`src/rtl/cpu_sequencer.sv`:
```
// cpu_sequencer: fetch/decode/execute controller for the 8-bit CPU.
// Sequences FETCH -> DECODE -> EXEC | MEM (-> WB) and raises the
// register-file, flag and data-memory strobes as Moore decodes of state+IR.
// Optional build macro: ILLEGAL_TRAP_EN (undefined encodings lock in TRAP
// with illegal=1). Without it undefined encodings behave as NOP.
module cpu_sequencer #(
   parameter logic [7:0] RESET_PC     = 8'h00,
   parameter int         MEM_WAIT_MAX = 15
) (
   input  logic       clk,
   input  logic       reset,
   input  logic [7:0] opcode1,
   input  logic [7:0] opcode2,
   output logic [7:0] rom_address,
   input  logic       carry_flag,
   input  logic       zero_flag,
   output logic [3:0] rf_raddr_a,
   output logic [3:0] rf_raddr_b,
   output logic [3:0] rf_waddr,
   output logic       rf_we,
   output logic [1:0] rf_wsel,
   output logic [7:0] imm,
   output logic       flags_we,
   output logic [7:0] mem_addr,
   output logic       mem_re,
   output logic       mem_we,
   input  logic       mem_ready,
   output logic       mem_abort,
   output logic       illegal
);

   localparam logic [2:0] S_FETCH  = 3'd0;
   localparam logic [2:0] S_DECODE = 3'd1;
   localparam logic [2:0] S_EXEC   = 3'd2;
   localparam logic [2:0] S_MEM    = 3'd3;
   localparam logic [2:0] S_WB     = 3'd4;
`ifdef ILLEGAL_TRAP_EN
   localparam logic [2:0] S_TRAP   = 3'd5;
`endif

   localparam logic [3:0] OP_NOP = 4'h0;
   localparam logic [3:0] OP_LDI = 4'h1;
   localparam logic [3:0] OP_LD  = 4'h2;
   localparam logic [3:0] OP_ST  = 4'h3;
   localparam logic [3:0] OP_JMP = 4'h4;
   localparam logic [3:0] OP_ADD = 4'h8;

   // Last MEM cycle index before the access is abandoned.
   localparam logic [7:0] WAIT_LAST = 8'(MEM_WAIT_MAX - 1);

   logic [2:0]  state;
   logic [7:0]  pc;
   logic [15:0] ir;
   logic [7:0]  wait_cnt;
   logic        abort_q;

   logic [3:0]  op, ra, b1, b0;
   logic [7:0]  pc_plus2;
   logic        jmp_taken;

   assign op       = ir[15:12];
   assign ra       = ir[11:8];
   assign b1       = ir[7:4];
   assign b0       = ir[3:0];
   assign pc_plus2 = pc + 8'd2;

   // Jump condition resolution from the registered ALU flags.
   always_comb begin
      jmp_taken = 1'b0;
      case (ra)
         4'b1000: jmp_taken = 1'b1;
         4'b1001: jmp_taken = carry_flag;
         4'b1101: jmp_taken = ~carry_flag;
         4'b0010: jmp_taken = zero_flag;
         4'b0110: jmp_taken = ~zero_flag;
         default: jmp_taken = 1'b0;
      endcase
   end

`ifdef ILLEGAL_TRAP_EN
   logic op_legal;
   // Recognised opcodes, with JMP only legal for its five condition codes.
   always_comb begin
      op_legal = 1'b0;
      case (op)
         OP_NOP, OP_LDI, OP_LD, OP_ST, OP_ADD: op_legal = 1'b1;
         OP_JMP: op_legal = (ra == 4'b1000) || (ra == 4'b1001) || (ra == 4'b1101) ||
                            (ra == 4'b0010) || (ra == 4'b0110);
         default: op_legal = 1'b0;
      endcase
   end
`endif

   // Sequencer state, PC, instruction register and MEM wait counter.
   always_ff @(posedge clk) begin
      if (!reset) begin
         state    <= S_FETCH;
         pc       <= RESET_PC;
         ir       <= 16'h0000;
         wait_cnt <= 8'd0;
         abort_q  <= 1'b0;
      end else begin
         abort_q <= 1'b0;
         case (state)
            S_FETCH: begin
               ir    <= {opcode1, opcode2};
               state <= S_DECODE;
            end
            S_DECODE: begin
               wait_cnt <= 8'd0;
               if (op == OP_LD || op == OP_ST) state <= S_MEM;
`ifdef ILLEGAL_TRAP_EN
               else if (!op_legal)             state <= S_TRAP;
`endif
               else                            state <= S_EXEC;
            end
            S_EXEC: begin
               pc    <= (op == OP_JMP && jmp_taken) ? ir[7:0] : pc_plus2;
               state <= S_FETCH;
            end
            S_MEM: begin
               if (mem_ready) begin
                  if (op == OP_LD) state <= S_WB;
                  else begin
                     pc    <= pc_plus2;
                     state <= S_FETCH;
                  end
               end else if (wait_cnt == WAIT_LAST) begin
                  // Give up on the access: skip the instruction, no RF write.
                  abort_q <= 1'b1;
                  pc      <= pc_plus2;
                  state   <= S_FETCH;
               end else begin
                  wait_cnt <= wait_cnt + 8'd1;
               end
            end
            S_WB: begin
               pc    <= pc_plus2;
               state <= S_FETCH;
            end
`ifdef ILLEGAL_TRAP_EN
            S_TRAP: state <= S_TRAP;
`endif
            default: state <= S_FETCH;
         endcase
      end
   end

   assign rom_address = pc;
   assign imm         = ir[7:0];
   assign mem_addr    = ir[7:0];
   assign rf_raddr_a  = ra;
   assign rf_raddr_b  = b1;
   assign rf_waddr    = (op == OP_ADD) ? b0 : ra;
   assign rf_wsel     = (op == OP_ADD) ? 2'd1 : (op == OP_LD) ? 2'd2 : 2'd0;
   assign rf_we       = (state == S_EXEC && (op == OP_LDI || op == OP_ADD)) || (state == S_WB);
   assign flags_we    = (state == S_EXEC) && (op == OP_ADD);
   assign mem_re      = (state == S_MEM) && (op == OP_LD);
   assign mem_we      = (state == S_MEM) && (op == OP_ST);
   assign mem_abort   = abort_q;
`ifdef ILLEGAL_TRAP_EN
   assign illegal     = (state == S_TRAP);
`else
   assign illegal     = 1'b0;
`endif

endmodule

```
`config.mk`:
```
export PLATFORM = sky130hd
export DESIGN_NAME = cpu_sequencer
export DESIGN_NICKNAME = d
export VERILOG_FILES = /design/src/rtl/cpu_sequencer.sv
export SDC_FILE = /design/constraint.sdc
export NUM_CORES = 1
export LEC_CHECK = 0
export BUFFER_PORTS_ARGS = -buffer_cell sky130_fd_sc_hd__buf_2
export CORE_ASPECT_RATIO = 1.5
export CORE_MARGIN = 2
export CORE_UTILIZATION = 26
export DETAILED_ROUTE_END_ITERATION = 7
export PLACE_DENSITY = 0.51
export SLEW_MARGIN = 20
export SYNTH_ARGS = -nofsm -noshare
export SYNTH_HDL_FRONTEND = slang
export SYNTH_SLANG_ARGS = --single-unit
export TNS_END_PERCENT = 30
```
`constraint.sdc`:
```
create_clock -name clk -period 2.2 [get_ports clk]
set_clock_uncertainty 0.1 [all_clocks]
set_input_delay 0.11 -clock clk [delete_from_list [all_inputs] [get_ports clk]]
set_output_delay 0.11 -clock clk [all_outputs]
set_load 0.05 [all_outputs]
```
==> impl_metrics.py, run 1 <==
metrics = {
    "yosys": {
        "yosysSeqAreaShare_pct": 34.9,
        "synthesis.area_um2": 2070,
        "syn_nets": 272,
        "avgSynthCellArea_um2": 8.33,
        "yosys_warnings": 0,
        "syn_inst": 248,
        "synth_seq_cells": 36,
        "synth_cell_types": 48,
    },
    "global_route": {
        "antenna_found_initial": 0,
        "track_usage_pct": 13.1,
        "overflow": 0,
        "grt_pass1_wl_mm": 9.20,
        "grt_pass1_vias": 1878,
        "grt_max_degree": 17,
    },
    "layout": {
        "fin_util_pct": 35.0,
        "stdcell_area_um2": 2680,
        "syn2layout_area_growth_pct": 29.9,
        "n_antenna_cell": 0,
        "final_cell_mix": "buf_2, nand2_1, dfxtp_1",
        "fill_cells": 818,
        "final_common_cell": "buf_2",
        "nets": 333,
        "layout-drive-gt1-share_pct": 33.0,
    },
    "floorplan": {
        "die-area_um2": 8690,
        "start_util_pct": 27.0,
        "design.core.area_um2": 7660,
        "num_io_pins": 65,
        "die-width_um": 76.8,
        "rows": 39,
        "die_h_um": 113,
    },
    "sta": {
        "setup_slack_ns": 0.139,
        "relSlewSlack_pct": 60.6,
        "layout_min_cycle_time_ns": 2.06,
        "final.setup.tns_ns": 0,
        "setup_viol": 0,
        "rsz0062_at_grt": "false",
        "max_freq_mhz": 485,
        "timing.final.crit_share_pct": 93.7,
        "finalHoldViolations": 0,
        "drv_slew": 0,
        "tightest_slew_ns": 0.591,
        "hold_slack_ns": 0.0511,
    },
    "clocking": {
        "path_clk_slew_ns": 0.05,
        "clockBufferDepth": 2,
        "clkLatencyLatePin_ns": 0.27,
        "cts-buffers-inserted": 5,
        "root_buffer": "clkbuf_16",
        "clock_sinks": 36,
        "cts_tree": "yes",
        "htreeDepth": 2,
    },
    "setup_path": {
        "cp_max_fo": 7,
        "arrival_ns": 2.16,
        "path_class": "reg2reg",
        "cp.required_ns": 2.30,
        "endpoint_kind": "register",
        "cp-start-kind": "register",
    },
    "status": {
        "status": "complete, no violations",
    },
    "drt": {
        "postRouteAntennaNets": 0,
        "drc": 0,
        "viasPerCell": 4.68,
        "routed_wl_mm": 5.64,
        "vias": 1924,
        "firstDrtPassIters": 4,
        "post_drt_wl_per_cell_um": 13.7,
        "drtIter0Drc": 97,
    },
    "pwr": {
        "peakVddDrop_mv": 0.338,
        "p_leak_nw": 1.19,
        "power_density_nw_per_um2": 755,
    },
    "place": {
        "pre_cts_ws_ns": 0.0646,
        "place.port_buffers": 63,
        "placed_area_um2": 2330,
        "hpwl_mm": 4.16,
        "gp_congestion": 0.840,
    },
    "hold_path": {
        "hp-class": "in2reg",
    },
    "run": {
        "drv_cap": 0,
    },
}
[sequential cells by signal, indices dropped and copies added, names as in the netlist]
name,flops
wait_cnt,8
ir,16
rom_address,8
mem_abort,1
state,3
[kinds of logic after synthesis]
| logic type | synth area share (%) |
|---|---|
| simple gates | 28.6 |
| fa+ha+maj | 1.82 |
| compound gates | 15.7 |
| mux | 2.66 |
| xor+xnor | 3.39 |
| flops | 34.9 |
| other cells | 0.182 |
| buf+inv | 12.7 |
[cell type report]
| cell class | instances | area (µm²) | area share, % |
|---|---|---|---|
| well taps | 102 | 128 | 4.76 |
| flip-flops and latches | 36 | 721 | 26.9 |
| inverters | 4 | 15.0 | 0.559 |
| repair buffers | 90 | 573 | 21.4 |
| multi-input cells | 172 | 1090 | 40.8 |
| clock buffers | 7 | 153 | 5.69 |
[through the flow]
| step | power [W] | cells |
|---|---|---|
| 3_5_place_dp | 0.00129 | 386 |
| 2_1_floorplan | 0.00121 | 248 |
| 6_report | 0.00203 | 411 |
| 4_1_cts | 0.00205 | 410 |
| 5_1_grt | 0.00211 | 411 |
| 3_3_place_gp | 0.00129 | 386 |
[report_power, final]
group	switching [W]	leakage, nW	internal (W)
Combinational	0.000393	0.821	0.000161
Clock	0.000249	0.0760	0.000475
Sequential	0.0000562	0.294	0.000693
Total	0.000698	1.19	0.00133
[critical path, cell delays in order (launching register included)]
cell and delay [ns]:
dfxtp_1 0.35, nor4_4 0.35, a311oi_4 0.19, or4_2 0.67, a21o_1 0.20, a31oi_1 0.12
[routing by layer]
| metal | part of all wire (%) | global-route usage [%] | vias up |
|---|---|---|---|
| met4 | 1.7 | 5.09 | 0 |
| li1 | - | - | 957 |
| met3 | 3.7 | 2.47 | 6 |
| met2 | 54 | 24.1 | 52 |
| met1 | 40 | 14.8 | 909 |
| met5 | 0 | 0 | - |
[cells in the mapped netlist, drive strengths merged]
master | n | area share [%]
nand2b | 1 | 0.30
nor2 | 15 | 2.8
or2b | 1 | 0.36
clkbuf | 8 | 1.5
inv | 3 | 0.55
xor2 | 8 | 3.4
a311oi | 1 | 1.3
a21o | 2 | 0.73
nor4 | 2 | 1.3
dfxtp | 36 | 35
nor4b | 4 | 1.7
or4 | 2 | 0.85
o211ai | 3 | 1.1
o32ai | 1 | 0.79
clkinv | 1 | 0.18
nand3b | 1 | 0.36
a41o | 1 | 0.48
or3 | 3 | 1.2
ha | 3 | 1.8
and3 | 4 | 1.2
o21ai | 3 | 0.73
nand3 | 10 | 2.4
conb | 1 | 0.18
or4b | 1 | 0.48
o2111ai | 2 | 0.85
nand2 | 43 | 7.8
mux2 | 4 | 2.2
a21oi | 24 | 6.4
and2 | 3 | 0.91
buf | 28 | 11
nor2b | 1 | 0.30
a31oi | 6 | 1.8
and4 | 1 | 0.42
or3b | 1 | 0.42
and3b | 3 | 1.4
nor3b | 3 | 1.1
and2b | 5 | 1.9
o21bai | 3 | 1.6
or2 | 1 | 0.30
mux2i | 1 | 0.48
nor3 | 4 | 0.97
[path summary, 6_finish.rpt]
kind | cells after the start | slack [ns] | to | start
min | 3 | 0.05 | rom_address[2]$_SDFFE_PN0P_ | reset
max reg2reg | 5 | 0.14 | rom_address[7]$_SDFFE_PN0P_ | wait_cnt[4]$_SDFFE_PN0P_
min reg2reg | 2 | 0.38 | ir[14]$_SDFFE_PN0P_ | ir[14]$_SDFFE_PN0P_
max | 5 | 0.14 | rom_address[7]$_SDFFE_PN0P_ | wait_cnt[4]$_SDFFE_PN0P_
[what timing repair did]
item                                    in CTS  in global routing
setup buffers                                0                  1
resized for setup                            0                  2
endpoints found under the hold margin       17                  0
endpoints found under the setup margin       0                  6
hold buffers                                17                  0
Note: power is estimated with default switching activity, not from simulation.
==> run 2: changes to the inputs <==
- clock period: 2.2 -> 2.4 ns (I/O delays scaled with it)
==> run 2 against run 1 <==
Effect of this change:
- count of clock-buffer cells in the layout up 1
- register-to-register slack better by 0.11 ns
- maximum frequency down 4.1%
- hold slack worse by 0.033 ns
- first-iteration DRC count up 36%
- critical endpoint is now rom_address[6]$_SDFFE_PN0P_
==> impl_metrics.py, run 2 (same netlist as run 1, synthesis figures left out) <==
metrics = {
    "global_route": {
        "grt_pass1_vias": 1910,
        "overflow": 0,
        "grt_pass1_wl_mm": 9.14,
        "grt_max_degree": 23,
        "track_usage_pct": 13.2,
        "antenna_found_initial": 0,
    },
    "layout": {
        "final_cell_count_no_fill": 404,
        "largest_reg_flops": 16,
        "layout-drive-gt1-share_pct": 30.5,
        "regMostFlops": "ir",
        "fill_cells": 828,
        "final_cell_mix": "buf_2, nand2_1, dfxtp_1",
        "syn2layout_area_growth_pct": 25.6,
        "n_antenna_cell": 0,
        "final_common_cell": "buf_2",
        "multi_input_area_um2": 1090,
        "nets": 325,
        "seq_area_um2": 721,
    },
    "setup_path": {
        "timing.critical_path.buf_inv": 0,
        "path_class": "reg2reg",
        "slowest_stage": "or4b_1",
        "crit_chain": "or4b_1 > or3_4 > a21oi_4 > nand3_1 > a31oi_1",
        "cp.required_ns": 2.50,
        "arrival_ns": 2.25,
        "slowest_delay_ns": 0.51,
        "endpoint_kind": "register",
        "cp_top_family": "simple AND/OR/NAND/NOR gates",
        "r2r_slack_ns": 0.25,
        "cp-start-kind": "register",
        "cp_max_fo": 15,
    },
    "place": {
        "dp_cells": 380,
        "place.port_buffers": 63,
        "gp_congestion": 0.775,
        "hpwl_mm": 4.10,
    },
    "clocking": {
        "path_clk_slew_ns": 0.05,
        "clock_sinks": 36,
        "cts_tree": "yes",
        "cts_setup_buffers": 0,
        "root_buffer": "clkbuf_16",
        "clkLatencyLatePin_ns": 0.27,
        "htreeDepth": 2,
        "cts-buffers-inserted": 5,
        "clockBufferDepth": 2,
        "cts_resized": 0,
    },
    "drt": {
        "viasPerCell": 4.54,
        "drtIter0Drc": 132,
        "firstDrtPassIters": 4,
        "vias": 1836,
        "postRouteAntennaNets": 0,
        "routed_wl_mm": 5.51,
        "post_drt_wl_per_cell_um": 13.6,
        "drc": 0,
    },
    "sta": {
        "rsz0062_at_grt": "false",
        "setup_viol": 0,
        "drv_slew": 0,
        "timing.final.crit_share_pct": 89.5,
        "relSlewSlack_pct": 55.9,
        "layout_min_cycle_time_ns": 2.15,
        "max_freq_mhz": 465,
        "final.setup.tns_ns": 0,
        "tightest_slew_ns": 0.661,
        "finalHoldViolations": 0,
    },
    "floorplan": {
        "die-area_um2": 8690,
        "die_h_um": 113,
        "design.core.area_um2": 7660,
        "rows": 39,
        "die-width_um": 76.8,
        "num_io_pins": 65,
        "start_util_pct": 27.0,
    },
    "pwr": {
        "p_leak_nw": 1.14,
        "power_density_nw_per_um2": 700,
        "peakVddDrop_mv": 0.372,
    },
    "hold_path": {
        "hp-class": "in2reg",
    },
    "run": {
        "drv_cap": 0,
    },
    "status": {
        "status": "complete, no violations",
    },
}
## run 2: routing by layer
| layer | global-route usage [%] | up-vias | wire length, µm |
|---|---|---|---|
| met5 | 0 | - | 0 |
| met1 | 14.8 | 852 | 2360 |
| met4 | 5.94 | 0 | 94 |
| met2 | 23.7 | 45 | 2890 |
| li1 | - | 935 | - |
| met3 | 2.63 | 4 | 170 |
## run 2: cell type report
class,instances,area share (%)
Multi-Input combinational cell,172,41.9
Clock buffer,8,5.64
Inverter,4,0.579
Timing Repair Buffer,82,19.2
Sequential cell,36,27.8
Tap cell,102,4.92
## run 2: what timing repair did
action	4_1_cts	5_1_grt
hold buffers	16	0
hold endpoints to repair	16	0
endpoints found under the setup margin	0	0
## run 2: power by group
group | internal, W | switching (W)
combinational | 0.000135 | 0.000352
clock | 0.000414 | 0.000227
sequential | 0.000636 | 0.0000528
total | 0.00118 | 0.000632
## run 2: path summary, 6_finish.rpt
| path | startpoint | endpoint | depth (start not counted) |
|---|---|---|---|
| setup / recovery | ir[12]$_SDFFE_PN0P_ | rom_address[6]$_SDFFE_PN0P_ | 5 |
| hold / removal | mem_ready | mem_abort$_SDFF_PP0_ | 2 |
| setup reg to reg | ir[12]$_SDFFE_PN0P_ | rom_address[6]$_SDFFE_PN0P_ | 5 |
| hold reg to reg | ir[13]$_SDFFE_PN0P_ | ir[13]$_SDFFE_PN0P_ | 2 |
## run 2: stage by stage
stage / area, µm² / util [%] / setup WS [ns] / power, W / hold WS [ns]
final: 2590 / 33.9 / 0.252 / 0.00182 / 0.0184
after global routing: 2590 / 33.9 / 0.0806 / 0.00190 / 0.0172
after CTS: 2590 / 33.9 / 0.250 / 0.00185 / 0.0119
after detailed placement: 2290 / 29.9 / 0.254 / 0.00117 / 0.270
after global placement: 2290 / 29.9 / 0.276 / 0.00117 / 0.262
after floorplan: 2070 / - / 0.231 / 0.00111 / 0.0964
==> run 3: changes to the inputs <==
- GPL_TIMING_DRIVEN: default -> 0
- RECOVER_POWER: default -> 50
==> run 3 against run 2 <==
Effect of this change:
- critical path type unchanged
- sequential share of layout area is 2.0 points lower
- via count is 6.6% higher
- sequential cell count stayed put
- power is 7.9% higher
- hold slack worse by 0.012 ns
- maximum frequency is 1.5% lower
- non-clock buffer count is 33 higher
- routed wire length is 1.8% higher
- final cell count is 8.2% higher
- critical path depth is 1 higher
- cell area is 7.6% higher
==> impl_metrics.py, run 3 (same netlist as run 1, synthesis figures left out) <==
metrics = {
    "status": {
        "status": "complete, no violations",
    },
    "clocking": {
        "root_buffer": "clkbuf_16",
        "cts_resized": 0,
        "cts_hold_buffers": 16,
        "cts_tree": "yes",
        "clockBufferDepth": 2,
        "path_clk_slew_ns": 0.06,
        "htreeDepth": 2,
        "clock_sinks": 36,
        "cts_setup_buffers": 0,
        "cts-buffers-inserted": 5,
        "clkLatencyLatePin_ns": 0.28,
    },
    "place": {
        "dp_cells": 413,
        "placed_area_um2": 2510,
        "hpwl_mm": 4.11,
        "place.port_buffers": 63,
        "gp_congestion": 0.815,
    },
    "setup_path": {
        "cp_top_family": "simple AND/OR/NAND/NOR gates",
        "cp.required_ns": 2.50,
        "path_class": "reg2reg",
        "slowest_stage": "or4b_1",
        "reg2reg_from": "ir[12]$_SDFFE_PN0P_",
        "timing.critical_path.buf_inv": 1,
        "startpoint": "ir[12]$_SDFFE_PN0P_",
        "cp-start-kind": "register",
        "arrival_ns": 2.28,
        "crit_chain": "or4b_1 > or3_4 > a21oi_4 > buf_6 > nand3_1 > a31oi_1",
        "endpoint_kind": "register",
        "slowest_delay_ns": 0.52,
        "cp_max_fo": 10,
    },
    "layout": {
        "stdcell_area_um2": 2790,
        "final_common_cell": "nand2_1",
        "final_cell_count_no_fill": 437,
        "syn2layout_area_growth_pct": 35.1,
        "nets": 358,
        "regMostFlops": "ir",
        "seq_area_um2": 721,
        "layout-drive-gt1-share_pct": 25.1,
        "n_antenna_cell": 0,
        "fill_cells": 840,
        "largest_reg_flops": 16,
        "final_cell_mix": "nand2_1, clkbuf_1, dfxtp_1",
        "multi_input_area_um2": 1080,
    },
    "floorplan": {
        "rows": 39,
        "num_io_pins": 65,
        "die-width_um": 76.8,
        "start_util_pct": 27.0,
        "die_h_um": 113,
        "die-area_um2": 8690,
        "design.core.area_um2": 7660,
    },
    "global_route": {
        "antenna_found_initial": 0,
        "track_usage_pct": 12.9,
        "grt_pass1_wl_mm": 9.04,
        "grt_pass1_vias": 1855,
        "grt_max_degree": 12,
        "overflow": 0,
    },
    "drt": {
        "drtIter0Drc": 92,
        "viasPerCell": 4.48,
        "postRouteAntennaNets": 0,
        "drc": 0,
        "firstDrtPassIters": 4,
        "post_drt_wl_per_cell_um": 12.8,
        "vias": 1957,
        "routed_wl_mm": 5.61,
    },
    "sta": {
        "setup_viol": 0,
        "drv_slew": 0,
        "rsz0062_at_grt": "false",
        "final.setup.tns_ns": 0,
        "layout_min_cycle_time_ns": 2.18,
        "finalHoldViolations": 0,
        "relSlewSlack_pct": 50.4,
        "tightest_slew_ns": 0.738,
        "max_freq_mhz": 458,
        "timing.final.crit_share_pct": 90.9,
    },
    "pwr": {
        "peakVddDrop_mv": 0.306,
        "power_density_nw_per_um2": 702,
        "power_w": 0.00196,
        "p_leak_nw": 1.16,
    },
    "hold_path": {
        "hp-start": "mem_ready",
        "hp-class": "in2reg",
    },
    "run": {
        "drv_cap": 0,
    },
}
==> run 3: report_power, final <==
part | total, W | switching [W] | internal [W]
clock network | 0.000734 | 0.000245 | 0.000488
logic | 0.000540 | 0.000366 | 0.000174
registers | 0.000686 | 0.0000510 | 0.000635
==> run 3: path summary, 6_finish.rpt <==
path	endpoint	slack [ns]	cells past startpoint
max reg2reg	rom_address[4]$_SDFFE_PN0P_	0.22	6
min	mem_abort$_SDFF_PP0_	0.006	2
max	rom_address[4]$_SDFFE_PN0P_	0.22	6
min reg2reg	ir[13]$_SDFFE_PN0P_	0.38	2
==> run 3: cell type report <==
type,instances,share of cell area [%]
Buffer,36,8.87
Clock buffer,6,4.62
Clock inverter,2,1.26
Inverter,4,0.538
Multi-Input combinational cell,172,38.8
Sequential cell,36,25.8
Tap cell,102,4.57
Timing Repair Buffer,79,15.6
==> run 3: per-stage QoR <==
stage | utilization [%] | hold WS (ns) | setup slack, ns
3_3_place_gp | 32.7 | 0.265 | 0.198
4_1_cts | 37.0 | 0.00481 | 0.187
5_1_grt | 36.4 | 0.0132 | 0.0201
6_report | 36.4 | 0.00609 | 0.218
2_1_floorplan | - | 0.0964 | 0.231
3_5_place_dp | 32.7 | 0.267 | 0.201
==> run 3: per-layer routing <==
layer,share of wire [%],vias up,GRT usage (%),wire length (µm)
met1,41,895,15.2,2330
met4,1.3,0,4.00,75
met3,4.8,5,2.63,272
met5,0,-,0,0
li1,-,1004,-,-
met2,52,53,23.3,2930
